==> config.mk <==
export PLATFORM = sky130hd
export DESIGN_NAME = ram_arbiter
export DESIGN_NICKNAME = d
export VERILOG_FILES = /design/src/rtl/ram_arbiter.sv
export SDC_FILE = /design/constraint.sdc
export NUM_CORES = 1
export LEC_CHECK = 0
export ABC_AREA = 1
export CELL_PAD_IN_SITES_DETAIL_PLACEMENT = 1
export CELL_PAD_IN_SITES_GLOBAL_PLACEMENT = 2
export CORE_MARGIN = 2
export CORE_UTILIZATION = 20
export DETAILED_ROUTE_END_ITERATION = 8
export PLACE_DENSITY_LB_ADDON = 0.1
export SYNTH_ARGS = -nofsm -noshare
export SYNTH_HDL_FRONTEND = slang
export SYNTH_SLANG_ARGS = --single-unit
==> constraint.sdc <==
create_clock -name clk_main -period 1.3 [get_ports clk_main]
set_input_delay 0.26 -clock clk_main [delete_from_list [all_inputs] [get_ports clk_main]]
set_output_delay 0.26 -clock clk_main [all_outputs]
set_load 0.05 [all_outputs]
==> src/rtl/ram_arbiter.sv <==
// Two-port arbiter in front of the 64x16 data RAM: CPU (port 0) and host loader (port 1).
// Define RAM_ARB_ROUND_ROBIN_EN for alternating tie-break instead of fixed CPU priority.
module ram_arbiter #(
  parameter int unsigned ADDR_W = 6,
  parameter int unsigned DATA_W = 16
) (
  input  logic              clk_main,
  input  logic              reset,
  input  logic              cpu_req,
  input  logic              cpu_we,
  input  logic [ADDR_W-1:0] cpu_addr,
  input  logic [DATA_W-1:0] cpu_wdata,
  output logic [DATA_W-1:0] cpu_rdata,
  output logic              cpu_ack,
  input  logic              host_req,
  input  logic              host_we,
  input  logic [ADDR_W-1:0] host_addr,
  input  logic [DATA_W-1:0] host_wdata,
  output logic [DATA_W-1:0] host_rdata,
  output logic              host_ack,
  output logic [ADDR_W-1:0] ram_addr,
  output logic [DATA_W-1:0] ram_wdata,
  output logic              ram_we,
  output logic              ram_re,
  input  logic [DATA_W-1:0] ram_rdata,
  output logic              owner,
  output logic              busy
);

  typedef enum logic [1:0] {
    IDLE   = 2'd0,
    ACCESS = 2'd1,
    DONE   = 2'd2
  } state_e;

  state_e            state_q, state_d;
  logic              busy_q, busy_d;
  logic              owner_q, owner_d;
  logic [ADDR_W-1:0] ram_addr_q, ram_addr_d;
  logic [DATA_W-1:0] ram_wdata_q, ram_wdata_d;
  logic              ram_we_q, ram_we_d;
  logic              ram_re_q, ram_re_d;
  logic              cpu_ack_q, cpu_ack_d;
  logic              host_ack_q, host_ack_d;
  logic [DATA_W-1:0] cpu_rdata_q, cpu_rdata_d;
  logic [DATA_W-1:0] host_rdata_q, host_rdata_d;
  logic              grant_host_c;

`ifdef RAM_ARB_ROUND_ROBIN_EN
  logic last_owner_q, last_owner_d;

  // On a tie the port that did not complete the previous access wins.
  assign grant_host_c = host_req && (!cpu_req || !last_owner_q);
`else
  assign grant_host_c = host_req && !cpu_req;
`endif

  always_ff @(posedge clk_main) begin
    if (!reset) begin
      state_q      <= IDLE;
      busy_q       <= 1'b0;
      owner_q      <= 1'b0;
      ram_addr_q   <= '0;
      ram_wdata_q  <= '0;
      ram_we_q     <= 1'b0;
      ram_re_q     <= 1'b0;
      cpu_ack_q    <= 1'b0;
      host_ack_q   <= 1'b0;
      cpu_rdata_q  <= '0;
      host_rdata_q <= '0;
`ifdef RAM_ARB_ROUND_ROBIN_EN
      last_owner_q <= 1'b0;
`endif
    end else begin
      state_q      <= state_d;
      busy_q       <= busy_d;
      owner_q      <= owner_d;
      ram_addr_q   <= ram_addr_d;
      ram_wdata_q  <= ram_wdata_d;
      ram_we_q     <= ram_we_d;
      ram_re_q     <= ram_re_d;
      cpu_ack_q    <= cpu_ack_d;
      host_ack_q   <= host_ack_d;
      cpu_rdata_q  <= cpu_rdata_d;
      host_rdata_q <= host_rdata_d;
`ifdef RAM_ARB_ROUND_ROBIN_EN
      last_owner_q <= last_owner_d;
`endif
    end
  end

  // Outputs are computed one state ahead so each lands registered in its own state.
  always_comb begin
    state_d      = state_q;
    busy_d       = busy_q;
    owner_d      = owner_q;
    ram_addr_d   = ram_addr_q;
    ram_wdata_d  = ram_wdata_q;
    ram_we_d     = 1'b0;
    ram_re_d     = 1'b0;
    cpu_ack_d    = 1'b0;
    host_ack_d   = 1'b0;
    cpu_rdata_d  = cpu_rdata_q;
    host_rdata_d = host_rdata_q;
`ifdef RAM_ARB_ROUND_ROBIN_EN
    last_owner_d = last_owner_q;
`endif
    unique case (state_q)
      IDLE: begin
        if (cpu_req || host_req) begin
          state_d     = ACCESS;
          busy_d      = 1'b1;
          owner_d     = grant_host_c;
          ram_addr_d  = grant_host_c ? host_addr : cpu_addr;
          ram_wdata_d = grant_host_c ? host_wdata : cpu_wdata;
          ram_we_d    = grant_host_c ? host_we : cpu_we;
          ram_re_d    = grant_host_c ? !host_we : !cpu_we;
        end
      end
      ACCESS: begin
        state_d    = DONE;
        cpu_ack_d  = !owner_q;
        host_ack_d = owner_q;
        // RAM data is valid at the edge closing the read cycle.
        if (ram_re_q) begin
          if (owner_q) host_rdata_d = ram_rdata;
          else         cpu_rdata_d  = ram_rdata;
        end
`ifdef RAM_ARB_ROUND_ROBIN_EN
        last_owner_d = owner_q;
`endif
      end
      DONE: begin
        state_d = IDLE;
        busy_d  = 1'b0;
      end
      default: begin
        state_d = IDLE;
        busy_d  = 1'b0;
      end
    endcase
  end

  assign cpu_rdata  = cpu_rdata_q;
  assign cpu_ack    = cpu_ack_q;
  assign host_rdata = host_rdata_q;
  assign host_ack   = host_ack_q;
  assign ram_addr   = ram_addr_q;
  assign ram_wdata  = ram_wdata_q;
  assign ram_we     = ram_we_q;
  assign ram_re     = ram_re_q;
  assign owner      = owner_q;
  assign busy       = busy_q;

endmodule
==> results.py <==
metrics = {
    "power": {
        "seq_power_share_pct": 35.2,
        "switchingPower_uw": 1800,
        "internal-power_uw": 4290,
        "finalPower_uw": 6090,
        "pwr-share-clk_pct": 37.7,
        "static-leakage-power_uw": 0.00247,
        "vdd.ir_drop.worst_v": 0.000537,
        "power.switching_fraction_pct": 29.5,
        "power.density_nw_per_um2": 1130,
        "pwr-share-comb_pct": 27.1,
    },
    "outcome": {
        "run_status": "finished, final reports clean",
    },
    "finish": {
        "most_used_cells_in_the_layout_excluding_fill_and_tap_cells": "nor2_1, nand2_1, buf_12",
        "mostFrequentLayoutCell": "nor2_1",
        "final.fill_count": 1707,
        "seq_area_um2": 1240,
        "fin_nets": 658,
        "antenna-diode-count": 0,
        "final_util_pct": 38.8,
        "final_layout_size_suffix_gt1_share_pct": 18.2,
        "areaGrowthSynthToFinish_pct": 89.1,
        "total_area_of_multi_input_combinational_cells_um2": 1230,
    },
    "cts": {
        "cts_tree": "built",
        "ctsResizeCount": 0,
        "cts_root_buffer": "clkbuf_16",
        "path_clk_slew_ps": 50,
        "htreeDepth": 3,
        "worstSkewPairLatency_ps": 340,
        "post_cts_buffers": 0,
        "tritoncts.num_buffers": 9,
        "clkSinkCount": 62,
        "cts_hold_buf": 0,
        "max-clock-path-buffers": 2,
    },
    "synth": {
        "post_synth_instance_area_um2": 2850,
        "synth_warnings": 0,
        "yosysSeqAreaShare_pct": 43.6,
        "adder_cell_share_of_the_synthesized_area_pct": 0,
        "syn_area_per_cell_um2": 6.22,
        "synth_register_bits": 62,
        "yosys.area_share.simple_pct": 42.6,
        "syn_inst": 458,
        "yosys-mux-area-fraction_pct": 0,
        "syn_nets": 524,
        "yosys.area_share.xor_xnor_pct": 0,
        "dominant_combinational_cell_family_by_area_after_synthesis": "simple AND/OR/NAND/NOR gates",
        "netlist-cell-type-count": 15,
        "synth-compound-area-share_pct": 0.439,
    },
    "worst_setup_path": {
        "crit_buf_inv": 1,
        "critical_path.top_delay_family": "flip-flops",
        "cpPeakStageDelay_ps": 420,
        "critPathSlowestCell": "dfxtp_1",
        "critical_path.startpoint_type": "flop",
        "worstPathArrival_ps": 930,
        "cp_cell_sequence": "buf_12",
        "critical_path.max_fanout": 2,
        "critical_path.endpoint_type": "output pin",
        "crit_type": "reg2out",
        "timing.critical_path.required_ps": 1040,
    },
    "detailed_routing": {
        "detailedRoute.firstPassIterationCount": 4,
        "detail_route.vias_per_cell": 3.98,
        "route.detailed.drc": 0,
        "routed_wl_mm": 9.86,
        "routed_antenna_nets": 0,
        "routedWlPerCell_um": 12.7,
        "vias": 3082,
        "dr.first_iter.drc_count": 92,
    },
    "placement": {
        "place_congestion": 0.743,
        "dp.final_hpwl_mm": 7.73,
        "place.port_buffers": 125,
    },
    "sta": {
        "finalCritPeriodShare_pct": 91.4,
        "maxSlewViolCount": 0,
        "worst_skew_ps": 6.63,
        "hold-worst-slack_ps": 321,
        "fmax_ghz": 0.842,
        "timing_hold_violations_final": 0,
        "worst_slew_pin_slew_ps": 332,
        "period_minus_ws_final_ps": 1190,
        "grt_setup_unrepaired": "false",
        "setup_viol": 0,
        "worst_slew_margin_rel_pct": 77.8,
    },
    "floorplanning": {
        "rows": 43,
        "initial_utilization_pct": 20.5,
        "floorplan.die.height_um": 123,
        "core_region_area_um2": 13900,
        "die_area_um2": 15200,
        "floorplan.io_pins": 126,
        "die_w_um": 123,
    },
    "global_route": {
        "global_route.usage.total_pct": 13.5,
        "remaining_overflow_grt": 0,
        "pin_count_of_the_biggest_net_entering_global_routing": 33,
        "grt_first_pass_wirelength_mm": 15.3,
        "grt_pass1_vias": 3150,
        "antenna_found_initial": 0,
    },
    "run": {
        "timing.max_cap.violations": 0,
    },
    "worst_hold_path": {
        "hold_class": "in2reg",
    },
}
power groups by stage:
stage | Sequential, uW | Clock, uW | Combinational [uW]
floorplan | 2490 | 0 | 440
global placement | 2190 | 0 | 1650
detailed placement | 2190 | 0 | 1670
CTS | 2150 | 2390 | 1670
global route | 2160 | 2460 | 1790
finish | 2150 | 2290 | 1650
cell usage after synthesis, drive strengths merged:
master  instances  share of area [%]
nor2          136                 18
nand2         120                 16
inv            67                8.8
dfxtp          62                 44
nand3          47                8.3
buf            19                3.9
clkbuf          5               0.66
a21boi          1               0.26
a21oi           1               0.18
layer usage:
metal  wire length [um]  part of all wire [%]  vias to the layer above  GRT usage (%)
li1                   -                     -                     1607              -
met4                110                   1.1                        0           3.62
met1               3840                    39                     1385           13.6
met5                  0                     0                        -              0
met3                778                   7.9                        9           6.09
met2               5130                    52                       81           24.9
final cells by class:
cell class | count | area share, %
Sequential cell | 62 | 23.1
Inverter | 67 | 4.67
Tap cell | 180 | 4.18
Clock buffer | 9 | 4.18
Clock inverter | 5 | 0.976
Multi-Input combinational cell | 305 | 22.9
Timing Repair Buffer | 147 | 40.0
cells by family after synthesis:
| group | count (synthesis) |
|---|---|
| buf+inv | 91 |
| simple gates | 303 |
| flops | 62 |
| compound gates | 2 |
path summary, 6_finish.rpt:
path | from | end | slack [ps] | cells past startpoint
max | cpu_rdata[11] | cpu_rdata[11] | 110 | 1
min | reset | cpu_rdata[12] | 320 | 3
max reg2reg | state_q[1] | cpu_rdata[6] | 140 | 7
min reg2reg | owner | cpu_ack | 500 | 1
state kept, by name (all words and copies together), names as in the netlist:
name / cells
ram_wdata: 16
state_q: 2
owner: 1
cpu_rdata: 16
cpu_ack: 1
ram_re: 1
ram_we: 1
ram_addr: 6
host_rdata: 16
busy: 1
host_ack: 1
stage by stage:
stage	std cells	cell area [um2]	TNS (ps)	setup slack, ps
final	775	5390	0	112
after global routing	775	5390	0	21.5
after CTS	774	5350	0	71.6
after detailed placement	760	5080	-6110	-272
after global placement	760	5080	-5190	-222
after floorplan	458	2850	0	108
(Power assumes the default switching activity.)
